--- src/rtl/fstage_bus.sv ---
// Instruction-fetch stage: one AXI4-Lite read per round, handshake to decode, then wait for next PC.
// Optional macro FETCH_RRESP_CHECK_EN: a non-OKAY rresp parks the FSM in ERR with a sticky fetch_err.
module fstage_bus #(
    parameter logic [31:0] RESET_PC = 32'h8000_0000
) (
    input  logic        clk,
    input  logic        rst,
    output logic [31:0] instF,
    output logic [31:0] pcF,
    output logic [31:0] snpcF,
    output logic        m_valid,
    input  logic        m_ready,
    input  logic        s_valid,
    output logic        s_ready,
    input  logic [31:0] dnpc,
    output logic [31:0] araddr,
    output logic        arvalid,
    input  logic        arready,
    input  logic [31:0] rdata,
    input  logic [1:0]  rresp,
    input  logic        rvalid,
    output logic        rready,
    output logic        fetch_err
);

    typedef enum logic [2:0] {
        S_BOOT     = 3'd0,
        S_AR       = 3'd1,
        S_R        = 3'd2,
        S_OUT      = 3'd3,
        S_WAIT_NPC = 3'd4
`ifdef FETCH_RRESP_CHECK_EN
        ,
        S_ERR      = 3'd5
`endif
    } state_t;

    state_t      state_r;
    state_t      state_next_s;
    logic [31:0] pc_r;
    logic [31:0] inst_r;
    logic        arvalid_r;
    logic        rready_r;
    logic        m_valid_r;
    logic        s_ready_r;
    logic        unused_s;

    // Next-state decode; inputs outside their owning state are ignored.
    always_comb begin
        state_next_s = state_r;
        case (state_r)
            S_BOOT: begin
                state_next_s = S_AR;
            end
            S_AR: begin
                if (arready) state_next_s = S_R;
                else         state_next_s = S_AR;
            end
            S_R: begin
                if (rvalid) begin
`ifdef FETCH_RRESP_CHECK_EN
                    if (rresp != 2'b00) state_next_s = S_ERR;
                    else                state_next_s = S_OUT;
`else
                    state_next_s = S_OUT;
`endif
                end else begin
                    state_next_s = S_R;
                end
            end
            S_OUT: begin
                if (m_ready) state_next_s = S_WAIT_NPC;
                else         state_next_s = S_OUT;
            end
            S_WAIT_NPC: begin
                if (s_valid) state_next_s = S_AR;
                else         state_next_s = S_WAIT_NPC;
            end
`ifdef FETCH_RRESP_CHECK_EN
            S_ERR: begin
                state_next_s = S_ERR;
            end
`endif
            default: begin
                state_next_s = S_BOOT;
            end
        endcase
    end

    // State register with handshake outputs registered from the next-state decode.
    always_ff @(posedge clk or negedge rst) begin
        if (!rst) begin
            state_r   <= S_BOOT;
            arvalid_r <= 1'b0;
            rready_r  <= 1'b0;
            m_valid_r <= 1'b0;
            s_ready_r <= 1'b0;
        end else begin
            state_r   <= state_next_s;
            arvalid_r <= (state_next_s == S_AR);
            rready_r  <= (state_next_s == S_R);
            m_valid_r <= (state_next_s == S_OUT);
            s_ready_r <= (state_next_s == S_WAIT_NPC);
        end
    end

    // PC and instruction capture on their respective handshakes.
    always_ff @(posedge clk or negedge rst) begin
        if (!rst) begin
            pc_r   <= RESET_PC;
            inst_r <= 32'h0000_0000;
        end else begin
            if ((state_r == S_WAIT_NPC) && s_valid) pc_r <= {dnpc[31:2], 2'b00};
            if ((state_r == S_R) && rvalid)         inst_r <= rdata;
        end
    end

`ifdef FETCH_RRESP_CHECK_EN
    logic err_r;

    // Sticky error flag; only reset clears it.
    always_ff @(posedge clk or negedge rst) begin
        if (!rst) err_r <= 1'b0;
        else      err_r <= (state_next_s == S_ERR);
    end

    assign fetch_err = err_r;
    assign unused_s  = ^dnpc[1:0];
`else
    assign fetch_err = 1'b0;
    assign unused_s  = ^{dnpc[1:0], rresp};
`endif

    assign instF   = inst_r;
    assign pcF     = pc_r;
    assign araddr  = pc_r;
    assign snpcF   = pc_r + 32'd4;
    assign arvalid = arvalid_r;
    assign rready  = rready_r;
    assign m_valid = m_valid_r;
    assign s_ready = s_ready_r;

endmodule

--- config.mk ---
export PLATFORM = sky130hd
export DESIGN_NAME = fstage_bus
export DESIGN_NICKNAME = d
export VERILOG_FILES = /design/src/rtl/fstage_bus.sv
export SDC_FILE = /design/constraint.sdc
export NUM_CORES = 1
export LEC_CHECK = 0
export BUFFER_PORTS_ARGS = -buffer_cell sky130_fd_sc_hd__buf_2
export CORE_MARGIN = 3
export CORE_UTILIZATION = 40
export CTS_CLUSTER_DIAMETER = 120
export DETAILED_ROUTE_END_ITERATION = 10
export PLACE_DENSITY = 0.82
export REMOVE_ABC_BUFFERS = 1
export SYNTH_ARGS = -nofsm -noshare
export SYNTH_HDL_FRONTEND = slang
export SYNTH_SLANG_ARGS = --single-unit
export TNS_END_PERCENT = 1
--- constraint.sdc ---
create_clock -name clk -period 1.6 [get_ports clk]
set_input_delay 0.08 -clock clk [delete_from_list [all_inputs] [get_ports clk]]
set_output_delay 0.08 -clock clk [all_outputs]
set_load 0.03 [all_outputs]
==> run metrics <==
status=complete, but fails checks; failing checks=negative setup slack; register area share after synthesis=0.501; CP max FO=8; worst path cell trace=ha_4 > nand3_4 > nor4_4 > buf_6 > nand4_1 > xnor2_2 > buf_6; num rows=33; Worst Clk Skew=0.0110 ns; mux contribution to synthesized area=0.202; largest net degree at the start of global routing=70; Via density=4.80; period utilization=1.23; xor and xnor area share after synthesis=0.0711; gr ovfl total=0; Die Width=98.9 um; synth top area cells=dfrtp_1, mux2_2, buf_4; fin area=5610 um^2; Mapped Avg Cell Area=12.6 um^2; later-pin clock latency in the skew report=0.33 ns; Post-Synth Simple-Gate Area=0.111; Synth Instances=273; most common cell in the netlist=dfrtp_1; CTS max path bufs=2; largest area contributor in the synthesized netlist=dfrtp_1; layout cell share with drive strength beyond 1=0.605; Max VDD drop=1.16 mV; final hold vios=0; HP Class=in2reg; number of synthesized flops with an enable pin=0; Post-synth top flop=dfrtp_1; diode count=0; Nets=620; ys async rst share=1.00; I/O Buffers=193; number of global-route vias before repair=3288; Synth Area in Compound Gates=0.00979; main combinational cell family by area after synthesis=multiplexers; Initial Util=0.416; Ports=205; Seq cells post-synth=69; H-tree levels=3; TritonRoute pass-1 iters=4; pins over their slew limit=0; Critical Path Source Type=register; most used cell, CP=buf_6; Placer Congestion=0.849; core area=8300 um^2; synthesis-to-finish area growth=62.5%; RSZ-0062 raised after global routing=yes; Final ANT Viol Nets=0; Slowest cell on crit path=dfrtp_1; capturing point of the worst reg2reg path=araddr[8]; DR vias=3141; MaxCap Viol Count=0; CTS buffer count=9; PnR worst setup slack=-0.372 ns; Clock Sinks=69; post-synth cell types=36; Die Footprint=9780 um^2; clk slew on worst S/H paths=0.08 ns; pwr dens=2340 nW/um^2; reg2reg setup slack=-0.03 ns; TritonCTS clock tree=done; slowest stage delay, CP=0.43 ns; most frequent cells after synthesis=dfrtp_1, mux2_2, buf_4; WP data arrival=1.89 ns; Worst Setup EP=snpcF[26]; adder-cell area share of the yosys netlist=0.00363; P_leak=0.00278 uW; Die Ht=98.9 um; crit path from=araddr[2]; Clock Root Buffer=clkbuf_8; first-pass GRT wire length=17100 um; DR WL/cell=17.1 um; critical path class=reg2out; initial antenna violation count=0; data required time of the critical path=1.52 ns; Initial DRC Count=90; DP HPWL=7020 um; R2R Path Start=state_r[1]; DRT Wirelength=11200 um; reg2reg path depth=4; Yosys warning count=0; crit end category=output port; total track usage=0.219; Tmin final=1.97 ns; Remaining DRCs=0; total power=13100 uW; Area after DPL=4570 um^2; Yosys top cell area share=0.493; Max Freq=0.507 GHz; synthesized area=3450 um^2; Setup violations, final=41
per-stage QoR:
stage	setup TNS (ns)	setup WS (ns)	cells	hold slack, ns	utilization
final	-6.68	-0.372	655	0.0579	0.676
after global routing	-10.32	-0.467	655	0.0565	0.676
after CTS	-6.53	-0.389	651	0.0375	0.661
after global placement	-0.505	-0.102	572	0.127	0.551
after detailed placement	-1.58	-0.164	572	0.130	0.551
after floorplan	-57.81	-0.831	235	-0.216	-
where the power goes:
| part | total, uW | switching [uW] | internal (uW) |
|---|---|---|---|
| Sequential | 3240 | 615 | 2630 |
| Clock | 1230 | 599 | 626 |
| Combinational | 8650 | 5470 | 3180 |
| Total | 13100 | 6680 | 6430 |
final cells by class:
cell class                 count  area [um^2]
tap                          105          131
fill                         575         2690
timing repair buffer         301         2060
multi-input combinational    163         1510
clock inverter                 2         10.0
sequential                    69         1730
inverter                       3         11.3
clock buffer                  12          155
worst max-delay path: cells and delay by family, from the launching register on:
kind          cells  cell delay (ns)
flops             1             0.43
buf+inv           2             0.33
simple gates      3             0.40
fa+ha+maj         1             0.18
xor+xnor          1             0.23
layout by cell type, fill, tap and decap left out, types with 3 or more instances in the layout:
cell | netlist | layout
nand3_1 | 10 | 9
conb_1 | 1 | 7
xnor2_1 | 24 | 20
xor2_1 | 4 | 4
xnor2_2 | 0 | 4
buf_2 | 0 | 167
nor2_1 | 8 | 6
buf_6 | 0 | 5
dlygate4sd3_1 | 0 | 64
dfrtp_1 | 68 | 67
clkbuf_8 | 1 | 11
mux2_4 | 0 | 4
buf_4 | 43 | 62
buf_12 | 0 | 3
inv_1 | 3 | 3
and4_2 | 3 | 3
nand4_1 | 11 | 11
nand2_1 | 9 | 9
mux2_2 | 60 | 56
how the worst min path moves through the flow:
stage                             to  startpoint  cells after the start
after global routing         m_valid      rvalid                      3
final                        m_valid      rvalid                      3
after CTS                    m_valid      rvalid                      3
after floorplan           araddr[10]         rst                      0
after detailed placement  araddr[18]         rst                      2
after global placement    araddr[18]         rst                      2
state kept, by name, indices dropped and copies added, names as in the netlist:
name,count
state_r,3
m_valid,1
instF,32
rready,1
araddr,30
arvalid,1
s_ready,1
per-layer routing:
layer | vias to the layer above | GRT usage | share of wire
met5 | - | 0 | 0
met4 | 0 | 0.0578 | 0.010
met3 | 10 | 0.0644 | 0.075
met2 | 153 | 0.405 | 0.53
met1 | 1528 | 0.244 | 0.38
li1 | 1450 | - | -
cells by family (layout without fill, tap and decap cells):
logic type                 Yosys count  in the layout
xor gates and xnor gates            28             28
adders and majority gates            1              1
buffers and inverters               47            318
muxes                               62             62
and+or+nand+nor                     60             60
DFF                                 69             69
other                                1              7
AOI/OAI and AO/OA                    5              5
repair_timing:
item                                   CTS  global route
setup endpoints to repair               54            89
endpoints found under the hold margin  132             0
setup buffers                            1             4
gates resized for setup                 34            20
cloned                                   0             0
pin swaps                               10             5
hold buffers                            64             0
No activity file was read; power rests on OpenSTA's default activity.
